==> src/rtl/mem_bus_arb_pkg.sv <==
// Shared encodings for the memory bus arbiter: FSM states, owners, MEM_RW and BYTE_SEL codes.
// Default STARVE_MAX / TIMEOUT live here so the top and the bench agree.
package mem_bus_arb_pkg;

    typedef enum logic [1:0] {
        ARB_IDLE   = 2'd0,
        ARB_ACC_IF = 2'd1,
        ARB_ACC_LS = 2'd2,
        ARB_RSP    = 2'd3
    } arb_state_e;

    typedef enum logic {
        OWN_IF = 1'b0,
        OWN_LS = 1'b1
    } owner_e;

    localparam logic [1:0] MEM_NONE = 2'b00;
    localparam logic [1:0] MEM_RD   = 2'b01;
    localparam logic [1:0] MEM_WR   = 2'b10;
    localparam logic [1:0] MEM_ILL  = 2'b11;

    localparam logic [3:0] SEL_B = 4'b0001;
    localparam logic [3:0] SEL_H = 4'b0011;
    localparam logic [3:0] SEL_W = 4'b1111;

    localparam int DEF_STARVE_MAX = 4;
    localparam int DEF_TIMEOUT    = 15;

    function automatic logic sel_legal(input logic [3:0] sel);
        return (sel == SEL_B) || (sel == SEL_H) || (sel == SEL_W);
    endfunction

endpackage

==> src/rtl/mem_bus_arb_lane_align.sv <==
// Byte-lane alignment for a 32-bit bus: byte enables, write-data shift, read-data shift
// and a flag for enables that would spill past lane 3.
module bus_lane_align #(
    parameter int DATA_W = 32
) (
    input  logic [1:0]        i_off,
    input  logic [3:0]        i_sel,
    input  logic [DATA_W-1:0] i_wdata,
    input  logic [DATA_W-1:0] i_rdata,
    output logic [3:0]        o_be,
    output logic [DATA_W-1:0] o_wdata,
    output logic [DATA_W-1:0] o_rdata,
    output logic              o_misalign
);
    logic [7:0] w_be_ext;

    assign w_be_ext   = {4'b0000, i_sel} << i_off;
    assign o_be       = w_be_ext[3:0];
    assign o_misalign = |w_be_ext[7:4];
    assign o_wdata    = i_wdata << {i_off, 3'b000};
    assign o_rdata    = i_rdata >> {i_off, 3'b000};

endmodule

==> src/rtl/mem_bus_arb.sv <==
// Single-port memory bus arbiter between instruction fetch and load/store.
// Optional BUS_TIMEOUT_EN: abort an unacknowledged bus cycle after TIMEOUT cycles.
module mem_bus_arb
    import mem_bus_arb_pkg::*;
#(
    parameter int ADDR_W     = 32,
    parameter int DATA_W     = 32,
    parameter int STARVE_MAX = DEF_STARVE_MAX,
    parameter int TIMEOUT    = DEF_TIMEOUT
) (
    input  logic              clk,
    input  logic              rst,
    input  logic              if_req_i,
    input  logic [ADDR_W-1:0] if_addr_i,
    output logic              if_gnt_o,
    output logic              if_rvalid_o,
    output logic [DATA_W-1:0] if_rdata_o,
    output logic              if_err_o,
    input  logic [1:0]        ls_rw_i,
    input  logic [ADDR_W-1:0] ls_addr_i,
    input  logic [DATA_W-1:0] ls_wdata_i,
    input  logic [3:0]        ls_byte_sel_i,
    output logic              ls_gnt_o,
    output logic              ls_rvalid_o,
    output logic [DATA_W-1:0] ls_rdata_o,
    output logic              ls_err_o,
    output logic              bus_req_o,
    output logic              bus_we_o,
    output logic [ADDR_W-1:0] bus_addr_o,
    output logic [DATA_W-1:0] bus_wdata_o,
    output logic [3:0]        bus_be_o,
    input  logic              bus_ack_i,
    input  logic [DATA_W-1:0] bus_rdata_i
);
    localparam int SW = $clog2(STARVE_MAX + 1);
    localparam int TW = $clog2(TIMEOUT + 1);

    arb_state_e        r_state, w_next;
    owner_e            r_owner;
    logic [ADDR_W-1:0] r_addr;
    logic [3:0]        r_sel;
    logic [DATA_W-1:0] r_wdata, r_rdata;
    logic              r_we, r_bad, r_first, r_rsp_err;
    logic [SW-1:0]     r_starve;

    logic              w_ls_req, w_if_win, w_pick_ls, w_pick_if;
    logic              w_in_acc, w_err, w_expire, w_done;
    logic [3:0]        w_be;
    logic [DATA_W-1:0] w_wdata_sh, w_rdata_sh;
    logic              w_misalign;

    assign w_ls_req  = (ls_rw_i != MEM_NONE);
    assign w_if_win  = if_req_i && (r_starve == SW'(STARVE_MAX));
    assign w_pick_ls = w_ls_req && !w_if_win;
    assign w_pick_if = if_req_i && !w_pick_ls;
    assign w_in_acc  = (r_state == ARB_ACC_IF) || (r_state == ARB_ACC_LS);
    // IF is latched as a word read, so a non-word-aligned fetch shows up as misalign.
    assign w_err     = w_misalign || r_bad;

    bus_lane_align #(.DATA_W(DATA_W)) u_align (
        .i_off      (r_addr[1:0]),
        .i_sel      (r_sel),
        .i_wdata    (r_wdata),
        .i_rdata    (bus_rdata_i),
        .o_be       (w_be),
        .o_wdata    (w_wdata_sh),
        .o_rdata    (w_rdata_sh),
        .o_misalign (w_misalign)
    );

`ifdef BUS_TIMEOUT_EN
    logic [TW-1:0] r_to_cnt;

    always_ff @(posedge clk) begin
        if (rst || !w_in_acc)  r_to_cnt <= '0;
        else if (!bus_ack_i)   r_to_cnt <= r_to_cnt + 1'b1;
    end

    // A same-cycle ack takes priority over expiry.
    assign w_expire = w_in_acc && !w_err && !bus_ack_i && (r_to_cnt == TW'(TIMEOUT - 1));
`else
    logic [TW-1:0] w_unused_timeout;
    assign w_unused_timeout = TW'(TIMEOUT);
    assign w_expire         = 1'b0;
`endif

    always_ff @(posedge clk) begin
        if (rst) r_state <= ARB_IDLE;
        else     r_state <= w_next;
    end

    always_comb begin
        w_next      = r_state;
        w_done      = 1'b0;
        bus_req_o   = 1'b0;
        if_gnt_o    = 1'b0;
        ls_gnt_o    = 1'b0;
        if_rvalid_o = 1'b0;
        ls_rvalid_o = 1'b0;
        if_err_o    = 1'b0;
        ls_err_o    = 1'b0;
        case (r_state)
            ARB_IDLE: begin
                if (w_pick_ls)      w_next = ARB_ACC_LS;
                else if (w_pick_if) w_next = ARB_ACC_IF;
            end
            ARB_ACC_IF, ARB_ACC_LS: begin
                bus_req_o = !w_err;
                if_gnt_o  = r_first && (r_state == ARB_ACC_IF);
                ls_gnt_o  = r_first && (r_state == ARB_ACC_LS);
                w_done    = w_err || bus_ack_i || w_expire;
                if (w_done) w_next = ARB_RSP;
            end
            ARB_RSP: begin
                w_next      = ARB_IDLE;
                if_rvalid_o = (r_owner == OWN_IF);
                ls_rvalid_o = (r_owner == OWN_LS);
                if_err_o    = if_rvalid_o && r_rsp_err;
                ls_err_o    = ls_rvalid_o && r_rsp_err;
            end
            default: w_next = ARB_IDLE;
        endcase
    end

    always_ff @(posedge clk) begin
        if (rst) begin
            r_owner   <= OWN_IF;
            r_addr    <= '0;
            r_sel     <= '0;
            r_wdata   <= '0;
            r_rdata   <= '0;
            r_we      <= 1'b0;
            r_bad     <= 1'b0;
            r_first   <= 1'b0;
            r_rsp_err <= 1'b0;
            r_starve  <= '0;
        end else begin
            r_first <= 1'b0;
            if (r_state == ARB_IDLE) begin
                r_starve <= (if_req_i && w_pick_ls) ? r_starve + 1'b1 : '0;
                if (w_pick_ls) begin
                    r_first <= 1'b1;
                    r_owner <= OWN_LS;
                    r_addr  <= ls_addr_i;
                    r_sel   <= ls_byte_sel_i;
                    r_wdata <= ls_wdata_i;
                    r_we    <= (ls_rw_i == MEM_WR);
                    r_bad   <= (ls_rw_i == MEM_ILL) || !sel_legal(ls_byte_sel_i);
                end else if (w_pick_if) begin
                    r_first <= 1'b1;
                    r_owner <= OWN_IF;
                    r_addr  <= if_addr_i;
                    r_sel   <= SEL_W;
                    r_wdata <= '0;
                    r_we    <= 1'b0;
                    r_bad   <= 1'b0;
                end
            end
            if (w_in_acc && w_done) begin
                r_rsp_err <= w_err || !bus_ack_i;
                r_rdata   <= (!w_err && bus_ack_i && !r_we) ? w_rdata_sh : '0;
            end
        end
    end

    assign bus_we_o    = bus_req_o && r_we;
    assign bus_addr_o  = bus_req_o ? {r_addr[ADDR_W-1:2], 2'b00} : '0;
    assign bus_be_o    = bus_req_o ? w_be : 4'b0000;
    assign bus_wdata_o = bus_we_o ? w_wdata_sh : '0;
    assign if_rdata_o  = if_rvalid_o ? r_rdata : '0;
    assign ls_rdata_o  = ls_rvalid_o ? r_rdata : '0;

endmodule
==> config.mk <==
export PLATFORM = sky130hd
export DESIGN_NAME = mem_bus_arb
export DESIGN_NICKNAME = d
export VERILOG_FILES = /design/src/rtl/mem_bus_arb_pkg.sv /design/src/rtl/mem_bus_arb_lane_align.sv /design/src/rtl/mem_bus_arb.sv
export SDC_FILE = /design/constraint.sdc
export NUM_CORES = 1
export LEC_CHECK = 0
export ABC_AREA = 1
export BUFFER_PORTS_ARGS = -buffer_cell sky130_fd_sc_hd__buf_2
export CAP_MARGIN = 5
export CELL_PAD_IN_SITES_DETAIL_PLACEMENT = 0
export CELL_PAD_IN_SITES_GLOBAL_PLACEMENT = 1
export CORE_ASPECT_RATIO = 1.1
export CORE_MARGIN = 2
export CORE_UTILIZATION = 25
export DETAILED_ROUTE_END_ITERATION = 16
export PLACE_DENSITY = 0.78
export SYNTH_ARGS = -nofsm -noshare
export SYNTH_HDL_FRONTEND = slang
export SYNTH_SLANG_ARGS = --single-unit
==> constraint.sdc <==
create_clock -name clk -period 2.4 [get_ports clk]
set_input_delay 0.48 -clock clk [delete_from_list [all_inputs] [get_ports clk]]
set_output_delay 0.48 -clock clk [all_outputs]
set_load 0.03 [all_outputs]
==> qor.yml, run 1 <==
die:
  fp.dieW_um: 156
  io_pins: 278
  initial_utilization_pct: 25.3
  die_y_um: 172
  coreArea_um2: 25200
  rows: 61
  dieArea_um2: 26800
routing:
  wl_per_cell_um: 14.3
  drtPass1Iterations: 4
  antenna_left: 0
  via_count: 7336
  drt_iter0_markers: 417
  vias_per_cell: 4.48
  wirelength_mm: 23.4
  drc: 0
power:
  power_density_nw_per_um2: 1170
  switching_power_w: 0.00501
  p_int_w: 0.00520
  p_clk_share_pct: 15.3
  irDropWorstVdd_v: 0.000541
  total_power_w: 0.0102
  seq_power_share_pct: 27.7
  combPwrFrac_pct: 56.9
  leakage_nw: 4.36
  p_sw_share_pct: 49.0
place:
  gp_congestion: 0.795
  placed_area_um2: 8060
  hpwlAfterDp_mm: 16.4
  port_buffers: 275
sta:
  min_period_ns: 2.35
  fin_tns_setup_ns: 0
  clock.fmax_ghz: 0.425
  rsz0062_at_grt: "true"
  clock_skew_ns: 0.0126
  finalHoldViolations: 0
  slew_headroom_pct: 39.7
  setup_viol: 0
  worstMarginPinSlew_ns: 0.904
  drv_slew: 0
  period_share_pct: 98.0
synth:
  synth_seq_cells: 110
  synth-seq-area-share_pct: 34.5
  avgSynthCellArea_um2: 5.90
  synthCells: 1081
  synth_edf_count: 0
  synth_flop_cell: "dfxtp_1"
  async_flop_share_pct: 0
  yosysWarnings: 0
  synth_cell_types: 32
  netlist_area_um2: 6380
clock_tree:
  clk_pin_slew_worst_paths_ns: 0.09
  cts-root-buf: "clkbuf_16"
  htree_levels: 3
  worst_skew_pair.late_latency_ns: 0.36
  clockBufferDepth: 2
  cts_buffers: 9
  cts_tree: "yes"
  clkSinkCount: 110
cells_and_area:
  fill_cells: 2837
  area_growth_pct: 36.6
  fin_area_um2: 8720
  fin_nets: 1463
  drive_gt1_share_pct: 26.9
  diodes: 0
worst_setup_path:
  required_ns: 1.92
  path_common_cell: "nand2_1"
  cp_slowest_cell: "dfxtp_4"
  cp_max_fo: 11
  crit_path_max_incr_delay_ns: 0.38
  crit_arrival_ns: 1.87
  crit_type: "flip-flop to primary output"
  start_kind: "flip-flop"
  critPathCaptureType: "primary output"
  path_cells: "inv_4 -> nand2_1 -> nand2_1 -> nand2_1 -> nand2_2 -> nand3_4 -> inv_6 -> nand2_8 -> clkbuf_16 -> nor3_2 -> buf_4"
  reg2reg_slack_ns: 0.57
global_route:
  track_usage_pct: 16.7
  grt_pass1_vias: 6600
  antenna_found_initial: 1
  grt_pass1_wl_mm: 35.3
  grt.overflow.total: 0
  grt_max_degree: 73
run_status:
  run_status: "finished, final reports clean"
min_path:
  hold_class: "input pin to flip-flop"
job:
  maxCapViolCount: 0
==> registers in the layout, summed over array words and instances, names as in the netlist <==
| register | flops |
|---|---|
| r_sel | 4 |
| r_state | 2 |
| r_rdata | 32 |
| r_owner | 1 |
| r_we | 1 |
| r_starve | 3 |
| r_first | 1 |
| r_wdata | 32 |
| r_addr | 32 |
| r_rsp_err | 1 |
| r_bad | 1 |
==> per-stage QoR <==
stage          worst slack (ns)  instances  util, %  hold WS [ns]
2_1_floorplan           -0.0996       1082        -         0.440
5_1_grt                 -0.0434       1639     34.6         0.355
3_3_place_gp              0.228       1615     32.0         0.455
3_5_place_dp              0.188       1615     32.0         0.457
6_report                 0.0476       1639     34.6         0.357
4_1_cts                 0.00421       1633     33.5         0.342
==> layer usage <==
metal  vias up  GRT usage, %  wire length [µm]
li1       3838             -                 -
met4         2          4.35               335
met3        20          2.75              1150
met1      3282          21.1             10300
met2       194          29.5             11700
met5         -             0                11
==> cells in the final DEF (no fill, tap or decap), types with 3 or more instances in the layout <==
cell,n
clkbuf_16,11
buf_4,42
buf_12,9
ha_1,5
buf_6,3
mux2i_1,8
clkbuf_4,3
o21ai_0,84
nand3_1,29
inv_1,103
nor2_1,218
nor3_1,7
nor2_2,4
nand2_1,281
inv_8,3
buf_2,245
a211oi_1,3
nand2_2,3
a21oi_1,109
nor3_2,8
or2_2,4
nand4_1,3
dfxtp_1,107
==> synthesized netlist by cell type, types with 2 or more instances <==
cell        n  area (µm²)
inv_1     105         394
or2_2       4        25.0
buf_2      20         100
a221oi_1    2        17.5
buf_1       8        30.0
mux2i_1     8        80.1
dfxtp_1   110        2200
a31o_2      2        17.5
nand2_2     2        12.5
nand4_1     3        18.8
a21oi_1   109         546
clkinv_1    2        7.51
inv_2       2        7.51
ha_1        6        75.1
o21ai_0    84         420
clkbuf_1   48         180
nand2_1   283        1060
nor3_1     17        85.1
nand3_1    29         145
a211oi_1    3        22.5
buf_4       3        22.5
nor2_1    221         830
==> worst max-delay path, delay by kind of cell, from the launching register on <==
family	cells	cell delay (ns)
AND/OR/NAND/NOR	7	0.59
buffers and inverters	4	0.56
flip-flops	1	0.38
==> final timing paths <==
check,start,end,cells after the start
min reg2reg,r_wdata[25],r_wdata[25],2
max,r_addr[0],bus_wdata_o[8],11
min,ls_wdata_i[20],r_wdata[20],3
max reg2reg,r_state[0],r_addr[0],6
==> final cells by class <==
class	instances	area (µm²)	area share [%]
Clock inverter	6	60.1	0.689
Inverter	109	420	4.82
Clock buffer	10	239	2.74
Sequential cell	110	2210	25.3
Multi-Input combinational cell	785	3570	40.9
Tap cell	315	394	4.52
Timing Repair Buffer	304	1830	21.0
==> kinds of logic (layout without fill, tap and decap cells) <==
family	Yosys count	after routing	synth area share (%)
simple gates	562	563	34.5
buf+inv	188	429	11.6
compound gates	205	205	16.7
mux	8	8	1.26
flops	110	110	34.5
fa+ha+maj	6	6	1.18
xor+xnor	1	1	0.137
other cells	1	2	0.0588
==> timing repair <==
item	CTS	global route
gates resized for setup	17	64
pin swaps	1	4
cloned	0	3
endpoints found under the setup margin	43	62
endpoints found under the hold margin	0	0
hold buffers	0	0
buffers inserted	2	3
==> power by group through the flow <==
stage	clock network, W	logic, W	registers [W]
detailed placement	0	0.00550	0.00286
global placement	0	0.00548	0.00284
global route	0.00169	0.00661	0.00291
CTS	0.00162	0.00568	0.00282
finish	0.00156	0.00582	0.00283
floorplan	0	0.00401	0.00277
(Power assumes the default switching activity.)
==> inputs of run 2 (changes only) <==
==> constraint.sdc (replaced) <==
create_clock -name clk -period 2.25 [get_ports clk]
set_input_delay 0.45 -clock clk [delete_from_list [all_inputs] [get_ports clk]]
set_output_delay 0.45 -clock clk [all_outputs]
set_load 0.03 [all_outputs]
==> run 2 against run 1 <==
The run now ends with setup timing left. Register-to-register slack got worse by 0.18 ns. Setup slack got worse by 0.13 ns. Sequential share of layout area fell by 1.4 points. Clock power rose by 3%. Critical endpoint is now bus_wdata_o[0]. Largest power group unchanged.
==> qor.yml, run 2 (synthesized netlist as in run 1, its figures left out) <==
min_path:
  hold_class: "input pin to flip-flop"
  min-delay-start: "if_addr_i[12]"
  whs_endpoint: "r_addr[12]"
  whs_path_depth: 3  # unchanged
cells_and_area:
  fill_cells: 2771  # -2.3%
  final_common_cell: "nand2_1"
  largestRegisters: "r_addr (32), r_rdata (32), r_wdata (32)"
  stdcell_count: 1650  # +0.67%
  finish.utilization_pct: 36.7  # +2.1 points
  fin_nets: 1473  # +0.68%
  final_cell_mix: "277 x nand2_1, 212 x buf_2, 195 x nor2_1"
  area_growth_pct: 44.7
  drive_gt1_share_pct: 30.4  # +3.5 points
sta:
  slew_headroom_pct: 35.6  # -4.1 points
  drv_slew: 0  # unchanged
  clock_skew_ns: 0.0139  # +0.00130 ns
  worstMarginPinSlew_ns: 0.966  # +0.0616 ns
  fin_tns_setup_ns: -0.632  # -0.632 ns
  setup_viol: 23  # +23
  min_period_ns: 2.34
  rsz0062_at_grt: "true"
  worst_slack_ns: -0.0861  # -0.134 ns
  period_share_pct: 104
  finalHoldViolations: 0  # unchanged
  clock.fmax_ghz: 0.428
run_status:
  violations: "setup timing"
  run_status: "finished with violations"
routing:
  via_count: 7567  # +3.1%
  wl_per_cell_um: 14.8  # +3.9%
  drc: 0  # unchanged
  antenna_left: 0  # unchanged
  drt_iter0_markers: 355  # -15%
  wirelength_mm: 24.5  # +4.6%
  drtPass1Iterations: 5  # +1
  vias_per_cell: 4.59  # +2.5%
power:
  leakage_nw: 4.45  # +2.0%
  power_density_nw_per_um2: 1220  # +3.7%
  seq_power_share_pct: 27.0  # -0.7 points
  total_power_w: 0.0112  # +9.9%
  switching_power_w: 0.00557  # +11%
  combPwrFrac_pct: 58.7  # +1.8 points
  p_clk_share_pct: 14.3  # -1.0 points
  p_int_w: 0.00565  # +8.6%
  irDropWorstVdd_v: 0.000544  # +0.69%
  p_sw_share_pct: 49.6  # +0.60 points
job:
  maxCapViolCount: 0  # unchanged
clock_tree:
  clockBufferDepth: 2  # unchanged
  cts_buffers: 9  # unchanged
  cts-root-buf: "clkbuf_16"
  clk_pin_slew_worst_paths_ns: 0.09  # about the same
  cts_tree: "yes"
  clkSinkCount: 110  # unchanged
  worst_skew_pair.late_latency_ns: 0.36  # about the same
  htree_levels: 3  # unchanged
place:
  hpwlAfterDp_mm: 16.7  # +1.9%
  dp.cells: 1618  # +0.19%
  port_buffers: 275  # unchanged
  gp_congestion: 0.777  # -2.4%
  dp_slack_ns: 0.131  # -0.0570 ns
worst_setup_path:
  reg2reg_depth: 6  # unchanged
  cp_max_fo: 7  # -4
  reg2reg_slack_ns: 0.39  # -0.18 ns
  required_ns: 1.80  # -0.12 ns
  crit_arrival_ns: 1.89  # +0.02 ns
  crit_type: "flip-flop to primary output"
  critPathCaptureType: "primary output"
  r2r_start: "r_state[0]"
  r2r_end: "r_addr[0]"
  start_kind: "flip-flop"
global_route:
  track_usage_pct: 16.9  # +0.20 points
  grt_pass1_wl_mm: 35.8  # +1.3%
  grt_pass1_vias: 6819  # +3.3%
  antenna_found_initial: 1  # unchanged
  grt_max_degree: 73  # unchanged
  grt.overflow.total: 0  # unchanged
die:
  io_pins: 278  # unchanged
  die_y_um: 172  # unchanged
  initial_utilization_pct: 25.3  # unchanged
  fp.dieW_um: 156  # unchanged
  dieArea_um2: 26800  # unchanged
  rows: 61  # unchanged
  coreArea_um2: 25200  # unchanged
==> run 2: cell count changes in the layout (fill, tap and decap cells not counted), sizes merged <==
cell,delta
inv,-1
nand2,-1
buf,-3
diode,+1
clkbuf,+14
clkinv,+1
==> run 2: area by class of cell <==
| type | count | area, µm² | share of cell area (%) |
|---|---|---|---|
| multi-input combinational | 784 | 3800 | 41.1 |
| sequential | 110 | 2210 | 23.9 |
| timing repair buffer | 315 | 2130 | 23.1 |
| inverter | 109 | 414 | 4.49 |
| tap | 315 | 394 | 4.27 |
| clock buffer | 10 | 229 | 2.48 |
| clock inverter | 6 | 52.6 | 0.569 |
| antenna | 1 | 2.50 | 0.0271 |
==> run 2: worst max-delay path, cell delays in order (launching register included) <==
cell	delay, ns
dfxtp_4	0.39
inv_4	0.08
nand2_2	0.06
nand2_2	0.07
nand2_2	0.05
nand2_2	0.08
nand3_4	0.09
inv_4	0.09
nand2_8	0.10
buf_12	0.18
nor3_2	0.13
buf_4	0.20
==> run 2: stage by stage <==
step	hold slack, ns	instance area [µm²]
floorplan	0.440	6410
global placement	0.453	8110
detailed placement	0.456	8110
CTS	0.314	8680
global route	0.317	9230
finish	0.335	9230
==> run 2: worst max path at each step <==
stage               start         endpoint
6_report        r_addr[0]   bus_wdata_o[0]
5_1_grt         r_addr[0]   bus_wdata_o[0]
4_1_cts         r_addr[0]  bus_wdata_o[10]
3_5_place_dp   r_state[1]      bus_be_o[0]
3_3_place_gp   r_state[1]        r_addr[0]
2_1_floorplan  r_state[0]  bus_wdata_o[13]
==> run 2: per-layer routing <==
layer	share of wire, %	global-route usage, %	wire [µm]
met1	44	21.1	10700
met4	1.1	3.99	258
met3	4.6	3.02	1130
met2	50	30.1	12300
met5	0	0	0
==> run 2: power by group through the flow <==
stage	logic, W	registers [W]	clock network (W)
6_report	0.00659	0.00303	0.00160
2_1_floorplan	0.00430	0.00296	0
5_1_grt	0.00738	0.00312	0.00174
3_5_place_dp	0.00595	0.00304	0
4_1_cts	0.00618	0.00301	0.00167
3_3_place_gp	0.00593	0.00303	0
==> run 2: what timing repair did <==
item	CTS	global route
endpoints found under the setup margin	99	99
gates resized for setup	64	133
cloned	1	4
hold buffers	0	0
pin swaps	2	5
setup buffers	5	5
